===== src/rtl/bmp_pix_writer_if.sv =====
// Pixel-writer bus: byte stream and frame control in, RGB444 raster writes out.
// The master side drives the byte stream; the slave side is bmp_pix_writer.
interface bmp_pix_writer_if;
   logic        start;
   logic        abort;
   logic        byte_vld;
   logic [7:0]  byte_dat;
   logic        w_en;
   logic [18:0] addr_w;
   logic [11:0] dat_w;
   logic        busy;
   logic        done;

   modport master (
      output start, abort, byte_vld, byte_dat,
      input  w_en, addr_w, dat_w, busy, done
   );

   modport slave (
      input  start, abort, byte_vld, byte_dat,
      output w_en, addr_w, dat_w, busy, done
   );
endinterface


===== src/rtl/bmp_pix_writer.sv =====
// 24bpp BMP byte stream to RGB444 raster writes: skips the file header, packs B,G,R
// into one pixel and turns the stored row order into top-down raster addresses.
module bmp_pix_writer #(
   parameter int IMG_W     = 640,
   parameter int IMG_H     = 480,
   parameter int HDR_BYTES = 54,
   parameter int BOTTOM_UP = 1
) (
   input  logic              clk,
   input  logic              rst_n,
   bmp_pix_writer_if.slave   bus
);
   localparam int COL_W    = (IMG_W > 1) ? $clog2(IMG_W) : 1;
   localparam int HDR_W    = (HDR_BYTES > 1) ? $clog2(HDR_BYTES) : 1;
   localparam int HDR_LAST = (HDR_BYTES > 0) ? HDR_BYTES - 1 : 0;

   localparam logic [18:0]      ROW_STEP   = 19'(IMG_W);
   localparam logic [18:0]      TOP_BASE   = 19'((IMG_H - 1) * IMG_W);
   localparam logic [18:0]      FIRST_BASE = (BOTTOM_UP != 0) ? TOP_BASE : 19'd0;
   localparam logic [18:0]      LAST_BASE  = (BOTTOM_UP != 0) ? 19'd0 : TOP_BASE;
   localparam logic [COL_W-1:0] COL_LAST   = COL_W'(IMG_W - 1);
   localparam logic [HDR_W-1:0] HDR_END    = HDR_W'(HDR_LAST);

   typedef enum logic [1:0] {
      S_IDLE = 2'd0,
      S_HDR  = 2'd1,
      S_PIX  = 2'd2,
      S_DONE = 2'd3
   } state_t;

   state_t           state_q, state_d;
   logic [HDR_W-1:0] hdr_cnt_q, hdr_cnt_d;
   logic [1:0]       phase_q, phase_d;
   logic [COL_W-1:0] col_q, col_d;
   logic [18:0]      row_base_q, row_base_d;
   logic [3:0]       b_q, b_d;
   logic [3:0]       g_q, g_d;
   logic             w_en_q, w_en_d;
   logic [18:0]      addr_q, addr_d;
   logic [11:0]      dat_q, dat_d;
   logic             busy_q, busy_d;
   logic             done_q, done_d;
   logic             unused_s;

   // Only the colour nibbles are kept; the low bits of every byte are dropped.
   assign unused_s = ^bus.byte_dat[3:0];

   // Next-state logic: abort wins over everything, then the frame FSM.
   always_comb begin
      state_d    = state_q;
      hdr_cnt_d  = hdr_cnt_q;
      phase_d    = phase_q;
      col_d      = col_q;
      row_base_d = row_base_q;
      b_d        = b_q;
      g_d        = g_q;
      w_en_d     = 1'b0;
      addr_d     = addr_q;
      dat_d      = dat_q;
      done_d     = 1'b0;

      if (bus.abort) begin
         state_d    = S_IDLE;
         hdr_cnt_d  = '0;
         phase_d    = 2'd0;
         col_d      = '0;
         row_base_d = FIRST_BASE;
      end else begin
         case (state_q)
            S_IDLE: begin
               if (bus.start) begin
                  state_d    = (HDR_BYTES == 0) ? S_PIX : S_HDR;
                  hdr_cnt_d  = '0;
                  phase_d    = 2'd0;
                  col_d      = '0;
                  row_base_d = FIRST_BASE;
               end else begin
                  state_d = S_IDLE;
               end
            end
            S_HDR: begin
               if (bus.byte_vld && (hdr_cnt_q == HDR_END)) begin
                  state_d   = S_PIX;
                  hdr_cnt_d = '0;
               end else if (bus.byte_vld) begin
                  hdr_cnt_d = hdr_cnt_q + HDR_W'(1);
               end else begin
                  hdr_cnt_d = hdr_cnt_q;
               end
            end
            S_PIX: begin
               if (bus.byte_vld) begin
                  case (phase_q)
                     2'd0: begin
                        b_d     = bus.byte_dat[7:4];
                        phase_d = 2'd1;
                     end
                     2'd1: begin
                        g_d     = bus.byte_dat[7:4];
                        phase_d = 2'd2;
                     end
                     default: begin
                        phase_d = 2'd0;
                        w_en_d  = 1'b1;
                        addr_d  = row_base_q + 19'(col_q);
                        dat_d   = {bus.byte_dat[7:4], g_q, b_q};
                        // Row step happens on the column wrap, so no multiplier is needed.
                        if (col_q == COL_LAST) begin
                           col_d = '0;
                           if (row_base_q == LAST_BASE) begin
                              state_d = S_DONE;
                           end else if (BOTTOM_UP != 0) begin
                              row_base_d = row_base_q - ROW_STEP;
                           end else begin
                              row_base_d = row_base_q + ROW_STEP;
                           end
                        end else begin
                           col_d = col_q + COL_W'(1);
                        end
                     end
                  endcase
               end else begin
                  phase_d = phase_q;
               end
            end
            S_DONE: begin
               state_d = S_IDLE;
               done_d  = 1'b1;
            end
            default: begin
               state_d = S_IDLE;
            end
         endcase
      end

      busy_d = (state_d == S_HDR) || (state_d == S_PIX);
   end

   // State, counters and registered outputs.
   always_ff @(posedge clk or negedge rst_n) begin
      if (!rst_n) begin
         state_q    <= S_IDLE;
         hdr_cnt_q  <= '0;
         phase_q    <= 2'd0;
         col_q      <= '0;
         row_base_q <= 19'd0;
         b_q        <= 4'd0;
         g_q        <= 4'd0;
         w_en_q     <= 1'b0;
         addr_q     <= 19'd0;
         dat_q      <= 12'd0;
         busy_q     <= 1'b0;
         done_q     <= 1'b0;
      end else begin
         state_q    <= state_d;
         hdr_cnt_q  <= hdr_cnt_d;
         phase_q    <= phase_d;
         col_q      <= col_d;
         row_base_q <= row_base_d;
         b_q        <= b_d;
         g_q        <= g_d;
         w_en_q     <= w_en_d;
         addr_q     <= addr_d;
         dat_q      <= dat_d;
         busy_q     <= busy_d;
         done_q     <= done_d;
      end
   end

   assign bus.w_en   = w_en_q;
   assign bus.addr_w = addr_q;
   assign bus.dat_w  = dat_q;
   assign bus.busy   = busy_q;
   assign bus.done   = done_q;
endmodule

===== src/flat_wrapper.sv =====
// flat-port wrapper written by rule: the top's interface ports become plain ports
module bmp_pix_writer_flat 
#(
   parameter int IMG_W     = 640,
   parameter int IMG_H     = 480,
   parameter int HDR_BYTES = 54,
   parameter int BOTTOM_UP = 1
)
  (clk, rst_n, bus_start, bus_abort, bus_byte_vld, bus_byte_dat, bus_w_en, bus_addr_w, bus_dat_w, bus_busy, bus_done);
  bmp_pix_writer_if bus_i ();
  input  logic clk;
  input  logic rst_n;
  input wire logic [$bits(bus_i.start)-1:0] bus_start;
  input wire logic [$bits(bus_i.abort)-1:0] bus_abort;
  input wire logic [$bits(bus_i.byte_vld)-1:0] bus_byte_vld;
  input wire logic [$bits(bus_i.byte_dat)-1:0] bus_byte_dat;
  output wire logic [$bits(bus_i.w_en)-1:0] bus_w_en;
  output wire logic [$bits(bus_i.addr_w)-1:0] bus_addr_w;
  output wire logic [$bits(bus_i.dat_w)-1:0] bus_dat_w;
  output wire logic [$bits(bus_i.busy)-1:0] bus_busy;
  output wire logic [$bits(bus_i.done)-1:0] bus_done;
  assign bus_i.start = bus_start;
  assign bus_i.abort = bus_abort;
  assign bus_i.byte_vld = bus_byte_vld;
  assign bus_i.byte_dat = bus_byte_dat;
  assign bus_w_en = bus_i.w_en;
  assign bus_addr_w = bus_i.addr_w;
  assign bus_dat_w = bus_i.dat_w;
  assign bus_busy = bus_i.busy;
  assign bus_done = bus_i.done;
  bmp_pix_writer #(.IMG_W(IMG_W), .IMG_H(IMG_H), .HDR_BYTES(HDR_BYTES), .BOTTOM_UP(BOTTOM_UP)) u_core (.clk(clk), .rst_n(rst_n), .bus(bus_i));
endmodule

===== config.mk =====
export PLATFORM = sky130hd
export DESIGN_NAME = bmp_pix_writer_flat
export DESIGN_NICKNAME = d
export VERILOG_FILES = /design/src/rtl/bmp_pix_writer_if.sv /design/src/rtl/bmp_pix_writer.sv /design/src/flat_wrapper.sv
export SDC_FILE = /design/constraint.sdc
export NUM_CORES = 1
export LEC_CHECK = 0
export ABC_CLOCK_PERIOD_IN_PS = 1900
export CORE_ASPECT_RATIO = 1.1
export CORE_MARGIN = 10
export CORE_UTILIZATION = 50
export CTS_BUF_LIST = sky130_fd_sc_hd__clkbuf_16
export DETAILED_ROUTE_END_ITERATION = 12
export PLACE_DENSITY_LB_ADDON = 0.25
export SLEW_MARGIN = 20
export SYNTH_ARGS = -nofsm -noshare
export SYNTH_HDL_FRONTEND = slang
export SYNTH_SLANG_ARGS = --single-unit

===== constraint.sdc =====
create_clock -name clk -period 1.9 [get_ports clk]
set_clock_uncertainty 0.05 [all_clocks]
set_input_delay 0.57 -clock clk [delete_from_list [all_inputs] [get_ports clk]]
set_output_delay 0.57 -clock clk [all_outputs]
set_load 0.02 [all_outputs]

=== After elaboration in Yosys (flattened, before gate mapping) ===
Cells that the tools add are included.

* Register bits: 81
* Logic and storage cells: 84

* Equality and inequality tests: 14
* Bitwise gates (word level): 2
* Mux-type cells: 37
* Reductions and logical operators: 15
* Add/sub/neg operators: 4

{| class="wikitable"
|+ Operator list
! operator !! number
|-
| 19-bit 2-to-1 mux || 6
|-
| 10-bit 2-to-1 mux || 5
|-
| 19-bit case mux with 2 select lines || 1
|-
| 6-bit 2-to-1 mux || 4
|-
| 10-bit case mux with 2 select lines || 1
|-
| 19-bit by 10-bit adder with 19-bit output || 1
|-
| 19-bit logical NOT || 1
|-
| 19-bit by 10-bit subtractor with 19-bit output (second input constant) || 1
|-
| 2-bit 2-to-1 mux || 9
|-
| 4-bit AND reduction || 4
|-
| 3-bit inequality test (second input constant) || 4
|-
| 6-bit case mux with 2 select lines || 1
|-
| 10-bit by 1-bit adder with 10-bit output (second input constant) || 1
|-
| 10-bit equality test (second input constant) || 1
|-
| 2-bit case mux with 2 select lines || 2
|-
| 2-bit case mux with 4 select lines || 1
|-
| 1-bit 2-to-1 mux || 7
|-
| 6-bit by 1-bit adder with 6-bit output (second input constant) || 1
|-
| 2-bit by 1-bit equality test with 1-bit output (second input constant) || 3
|-
| 2-bit equality test (second input constant) || 3
|-
| 6-bit equality test (second input constant) || 1
|-
| 3-bit AND reduction || 2
|-
| 6-bit AND reduction || 1
|-
| 3-bit nonzero test || 2
|-
| other kinds (7) || 9
|}

=== Logic depth before layout (Yosys ltp) ===
Gate-level depths: netlist of run 1.

* Depth in word-level cells: 9
* Depth in mapped cells: 9
* Gate-level depth less buffers: 7

=== Least setup slack after synthesis of run 1 ===
No wires, ideal clock.

* Path type: input to register
* From: in bus_abort
* To: reg u_core.b_q[0]
* Cell stages on the path: 5
* Data arrival time: 1.781 ns
* Setup time: 0.128 ns
* Setup slack: -0.059 ns
* Path buffers: 1
* Data required time: 1.722 ns
* Cell sequence: inv_1 nand3_4 or4b_1 clkbuf_1 mux2_1

* Cells in the longest elaborated chain, start to end: 2

{| class="wikitable"
|+ Ends and longest elaborated chain
! element !! RTL line !! source
|-
| from (decl) || flat_wrapper.sv:14 || <nowiki>input wire logic [$bits(bus_i.abort)-1:0] bus_abort;</nowiki>
|-
| 1-bit NOT (no line) || - ||
|-
| 4-bit AND reduction (no line) || - ||
|-
| to (signal assigned) || bmp_pix_writer.sv:147 || <nowiki>b_q <= 4'd0;</nowiki>
|-
| to (signal assigned) || bmp_pix_writer.sv:160 || <nowiki>b_q <= b_d;</nowiki>
|-
| to (decl) || bmp_pix_writer.sv:36 || <nowiki>logic [3:0] b_q, b_d;</nowiki>
|}

Every way passes these cells.
A chain may end at the register's enable or synchronous reset.

=== Final worst setup path of run 1 ===
* From: reg u_core.col_q[8]
* To: reg u_core.row_base_q[12]

* Cells in the longest elaborated chain, start to end: 3

{| class="wikitable"
|+ Ends and longest elaborated chain
! element !! RTL line !! source
|-
| from (decl) || bmp_pix_writer.sv:34 || <nowiki>logic [COL_W-1:0] col_q, col_d;</nowiki>
|-
| from (signal assigned) || bmp_pix_writer.sv:158 || <nowiki>col_q <= col_d;</nowiki>
|-
| 10-bit equality test || bmp_pix_writer.sv:108 || <nowiki>if (col_q == COL_LAST) begin</nowiki>
|-
| 3-bit by 2-bit inequality test with 1-bit output (no line) || - ||
|-
| 6-bit AND reduction (no line) || - ||
|-
| to (signal assigned) || bmp_pix_writer.sv:159 || <nowiki>row_base_q <= row_base_d;</nowiki>
|-
| to (decl) || bmp_pix_writer.sv:35 || <nowiki>logic [18:0] row_base_q, row_base_d;</nowiki>
|}

Every way passes these cells.

==> results of run 1 <==
final cells by class:
class / count / area [sq um]
Sequential cell: 74 / 1850
Timing Repair Buffer: 115 / 985
Clock inverter: 7 / 93.8
Clock buffer: 9 / 225
Tap cell: 85 / 106
Inverter: 8 / 33.8
Multi-Input combinational cell: 293 / 1860
Fill cell: 555 / 1970
flip-flops by register name, indices dropped and copies added, names as in the netlist:
signal,flops
u_core.bus.w_en,1
u_core.bus.addr_w,19
u_core.bus.dat_w,12
u_core.col_q,10
u_core.bus.busy,1
u_core.hdr_cnt_q,6
u_core.b_q,4
u_core.g_q,4
u_core.state_q,2
u_core.bus.done,1
u_core.phase_q,2
u_core.row_base_q,12
what timing repair did:
action / in CTS / in global routing
endpoints found under the setup margin: 60 / 23
setup buffers: 6 / 4
endpoints found under the hold margin: 0 / 0
gates resized for setup: 45 / 18
hold buffers: 0 / 0
pin swaps: 8 / 10
cloned: 0 / 1
stage by stage:
step	instances	total power [mW]
after CTS	586	3.68
final	591	3.68
after detailed placement	564	1.87
after global placement	564	1.86
after floorplan	396	1.73
after global routing	591	3.78
final timing paths:
path	endpoint	depth (start not counted)	startpoint	slack (ps)
max	u_core.row_base_q[12]	5	u_core.col_q[8]	9
min	u_core.bus.busy	1	rst_n	160
max reg2reg	u_core.row_base_q[12]	5	u_core.col_q[8]	9
min reg2reg	u_core.bus.addr_w[10]	2	u_core.bus.addr_w[10]	420
max in group asynchronous	u_core.bus.dat_w[6]	2	rst_n	1160
min in group clk	u_core.bus.addr_w[10]	2	u_core.bus.addr_w[10]	420
critical path, stage by stage (launching register included):
cell and delay (ps):
dfrtp_1 430, nor3b_2 250, and3_4 250, a21oi_4 120, or4_1 550, a21oi_2 170
routing by layer:
layer	routed length, microns	vias up
li1	-	1589
met1	3960	1643
met2	5200	96
met3	499	14
met4	152	0
met5	0	-
cell usage after synthesis (all sizes together):
| cell type | instances | share of area [%] |
|---|---|---|
| nand2 | 88 | 8.9 |
| dfrtp | 74 | 50 |
| o21ai | 36 | 4.8 |
| nor2 | 23 | 2.3 |
| xor2 | 15 | 3.5 |
| nand3 | 14 | 2.2 |
| a21oi | 11 | 1.6 |
| buf | 11 | 1.8 |
| clkbuf | 11 | 1.1 |
| and3 | 8 | 1.5 |
| ha | 8 | 2.7 |
| inv | 8 | 0.80 |
| mux2 | 8 | 2.4 |
| o31ai | 7 | 1.4 |
| or4 | 7 | 1.4 |
| nand2b | 6 | 1.0 |
| nor3 | 6 | 1.1 |
| a31oi | 5 | 0.84 |
| o2111ai | 5 | 1.2 |
| xnor2 | 5 | 1.2 |
| mux2i | 4 | 1.1 |
| nand4 | 4 | 0.84 |
| nor4 | 4 | 0.84 |
| a21o | 3 | 0.60 |
| o211ai | 3 | 0.60 |
| or3 | 3 | 0.50 |
| nor3b | 2 | 0.40 |
| o21a | 2 | 0.40 |
| a211o | 1 | 0.23 |
| a211oi | 1 | 0.20 |
| and2 | 1 | 0.17 |
| and4 | 1 | 0.23 |
| conb | 1 | 0.10 |
| nand3b | 1 | 0.20 |
| nand4b | 1 | 0.23 |
| nor2b | 1 | 0.17 |
| nor4b | 1 | 0.64 |
| o21bai | 1 | 0.20 |
| o22ai | 1 | 0.17 |
| o311ai | 1 | 0.23 |
| o41ai | 1 | 0.23 |
| or2 | 1 | 0.17 |
| or4b | 1 | 0.27 |
report_power, final:
part,switching (mW),total [mW],internal (mW)
clock network,0.668,1.82,1.15
logic,0.147,0.257,0.110
registers,0.0104,1.60,1.59
cells by family (layout without fill, tap and decap cells):
family,Yosys count,count (layout)
AOI/OAI and AO/OA,78,79
xor gates and xnor gates,20,20
adders and majority gates,8,8
buffers and inverters,30,139
DFF,74,74
muxes,12,12
other,1,1
and+or+nand+nor,173,173
==> impl_metrics.yaml, run 1 <==
place:
  gp_congestion: 0.835
  io_buffer_count: 42
  dp_slack_ps: -570
  placed_cell_area_sq_mm: 0.00468
  dp_hpwl_mm: 6.74
worst_setup_path:
  start_kind: "flop"
  cp-end-kind: "flop"
  required_ps: 2110
  critPathArrivalTime_ps: 2100
  critical_path_class: "reg -> reg"
  cp_max_fo: 13
layout:
  fin_area_sq_mm: 0.00515
  syn2layout_area_growth_pct: 38.1
  final_cell_mix: "nand2_1 (88), dfrtp_1 (74), buf_4 (68), dlygate4sd2_1 (33), o21ai_0 (30)"
  num_antenna_cells: 0
  final_common_cell: "nand2_1"
  drive_above_1_share_pct: 24.3
  final_util_pct: 72.3
  nNetsFinal: 522
die:
  rows: 32
  core-area_sq_mm: 0.00713
  die_w_microns: 102
  die_h_microns: 111
  initial_utilization_pct: 52.4
  fp.dieArea_sq_mm: 0.0113
  io_pins: 47
logic_synthesis:
  synthMuxAreaShare_pct: 3.49
  ys_warn_count: 0
  synth.distinct_cells: 53
  synth_xor_area_share_pct: 4.69
  synth-simple-area-share_pct: 23.0
  seq_area_frac_synth_pct: 49.6
  synth_top_family_by_area: "simple AND/OR/NAND/NOR gates"
  syn_area_per_cell_sq_um: 9.43
  syn_area_sq_mm: 0.00373
  synth_cells: 396
  synth_fa_ha_area_share_pct: 2.68
  synth-compound-area-share_pct: 12.7
  synth-seq-cells: 74
  synth_nets: 417
global_routing:
  met2_usage_pct: 30.0
  grt_use_total_pct: 17.4
  busiest_layer: "met2"
  antenna_found_initial: 0
  grt_util_met3_pct: 3.99
  grt_use_met1_pct: 20.0
  grt_pass1_vias: 3293
  gr-total-overflow: 0
  grt_first_pass_wirelength_mm: 15.8
  grt_max_degree: 46
drt:
  drt-pass1-iter-count: 4
  drc: 0
  vias: 3342
  via_per_inst: 5.65
  drt-initial-drc-count: 148
  antenna_left: 0
  wl_per_cell_microns: 16.6
  routed_wl_mm: 9.81
min_path:
  hold_class: "in -> async"
sta:
  finalSetupViolCount: 0
  final.period_utilization_pct: 99.5
  setup_ws_ps: 9.28
  drv_slew: 0
  setup_tns_ps: 0
  layout_min_cycle_time_ps: 1890
  hold_violations: 0
  max_freq_ghz: 0.529
  tightest_slew_ps: 622
  slew_headroom_pct: 58.2
  rsz0062_at_grt: "yes"
  whs_ps: 158
clock_tree:
  clk_path_buf_depth: 2
  clock-sinks: 74
  clk_latency_ps: 330
  cts-root-buf: "clkbuf_16"
  cts_buffers: 9
  htreeDepth: 3
  clkTransAtPathRegs_ps: 60
  cts_tree: "built"
power_and_ir_drop:
  p_leak_nw: 2.59
  power_density_mw_per_mm2: 713
  ir_drop_mv: 0.445
run:
  drv_cap: 0
status:
  status: "completed"
Note: power is estimated with default switching activity, not from simulation.
==> run 2, diff against run 1 <==
Settings changed: CORE_MARGIN 10 to 2.
==> impl_metrics.yaml, run 2 (synthesis gave the netlist of run 1 again) <==
status:
  status: "completed"
sta:
  hold_violations: 0
  drv_slew: 0
  tightest_slew_ps: 803
  slew_headroom_pct: 46.0
  rsz0062_at_grt: "yes"
  final.period_utilization_pct: 98.7
  max_freq_ghz: 0.533
  finalSetupViolCount: 0
  layout_min_cycle_time_ps: 1870
worst_setup_path:
  cp_top_family: "buffers and inverters"
  critPathMaxStageDelay_ps: 600
  path_buf_inv: 1
  required_ps: 1280
  critical_path_class: "reg -> out"
  crit_chain: "clkdlybuf4s50_1"
  cp-end-kind: "output port"
  crit_slowest_cell: "clkdlybuf4s50_1"
  cp_max_fo: 1
  critPathArrivalTime_ps: 1250
  start_kind: "flop"
min_path:
  hold_class: "in -> async"
power_and_ir_drop:
  p_leak_nw: 2.56
  ir_drop_mv: 0.474
  power_density_mw_per_mm2: 700
clock_tree:
  clkTransAtPathRegs_ps: 60
  hold_buffers: 0
  clk_latency_ps: 340
  cts-root-buf: "clkbuf_16"
  clk_path_buf_depth: 2
  clock-sinks: 74
  htreeDepth: 3
  cts_buffers: 9
  cts_tree: "built"
global_routing:
  gr-total-overflow: 0
  grt_max_degree: 75
  grt_pass1_vias: 3002
  antenna_found_initial: 0
  grt_use_total_pct: 22.2
  grt_first_pass_wirelength_mm: 14.3
die:
  fp.dieArea_sq_mm: 0.00817
  die_h_microns: 94.6
  core-area_sq_mm: 0.00735
  die_w_microns: 86.4
  rows: 33
  initial_utilization_pct: 50.8
  io_pins: 47
layout:
  drive_above_1_share_pct: 26.5
  syn2layout_area_growth_pct: 38.2
  final_cell_count_no_fill: 589
  final_util_pct: 70.2
  final_common_cell: "nand2_1"
  largest_reg_flops: 19
  num_antenna_cells: 0
  final_cell_mix: "nand2_1 (88), dfrtp_1 (74), buf_4 (64), dlygate4sd2_1 (33), o21ai_0 (29)"
  fillers: 563
  nNetsFinal: 518
drt:
  drt-pass1-iter-count: 4
  wl_per_cell_microns: 15.4
  antenna_left: 0
  drc: 0
  drt-initial-drc-count: 267
  routed_wl_mm: 9.08
  via_per_inst: 5.59
  vias: 3294
place:
  io_buffer_count: 42
  gp_congestion: 0.880
  dp_hpwl_mm: 5.94
  placed_cells: 566
run:
  drv_cap: 0
==> run 2: changes by cell type in the layout (fill, tap and decap cells not counted), sizes merged <==
cell           change
buf                -5
inv                +2
a21oi              +1
bufinv             -1
clkdlybuf4s15      -1
clkinv             -1
dlymetal6s2s       +1
==> run 2: worst paths after layout <==
path,startpoint,to,slack [ps],depth (start not counted)
worst min register to register,u_core.g_q[0],u_core.bus.dat_w[4],420,2
worst max-delay path,u_core.bus.busy,bus_busy,30,1
worst max register to register,u_core.col_q[1],u_core.row_base_q[9],30,6
min in group clk,u_core.g_q[0],u_core.bus.dat_w[4],420,2
max in group asynchronous,rst_n,u_core.hdr_cnt_q[0],1280,2
worst min-delay path,rst_n,u_core.bus.addr_w[11],200,2
==> run 2: repair_timing <==
item	in CTS	in global routing
resized for setup	50	32
endpoints found under the setup margin	69	28
pin swaps	10	17
setup buffers	1	4
cloned	0	2
==> run 2: final cells by class <==
type | count | area, sq um | area share, %
inverter | 8 | 36.3 | 0.703
clock buffer | 9 | 225 | 4.37
timing repair buffer | 110 | 913 | 17.7
sequential | 74 | 1850 | 35.9
multi-input combinational | 294 | 1940 | 37.6
clock inverter | 7 | 83.8 | 1.63
tap | 87 | 109 | 2.11
==> run 2: worst register-to-register path, cell delays in order (launching register included) <==
cell     delay, ps
dfrtp_1        360
ha_2           190
and3_4         200
and3_4         230
a21oi_4        110
or4_1          500
a21oi_1        160
==> run 2: metrics by stage <==
stage	TNS, ps	total power [mW]	hold slack [ps]	worst slack [ps]	area (sq um)
after floorplan	-8.64	1.73	224	-4.42	3740
after global placement	-25490	1.85	397	-516	4640
after detailed placement	-26810	1.86	408	-553	4640
after CTS	-1.58	3.61	223	-1.58	4970
after global routing	-62.3	3.74	237	-21.3	5160
final	0	3.61	202	25.1	5160
==> run 2: power breakdown <==
part	internal (mW)	switching (mW)
registers	1.59	0.0108
clock network	1.04	0.717
logic	0.104	0.147
==> run 2: routing by layer <==
layer / GRT usage (%) / vias to the layer above / share of wire (%)
li1: - / 1585 / -
met3: 5.42 / 8 / 4.1
met4: 6.77 / 0 / 0.91
met2: 36.2 / 77 / 51
met1: 29.2 / 1624 / 44
met5: 0 / - / 0
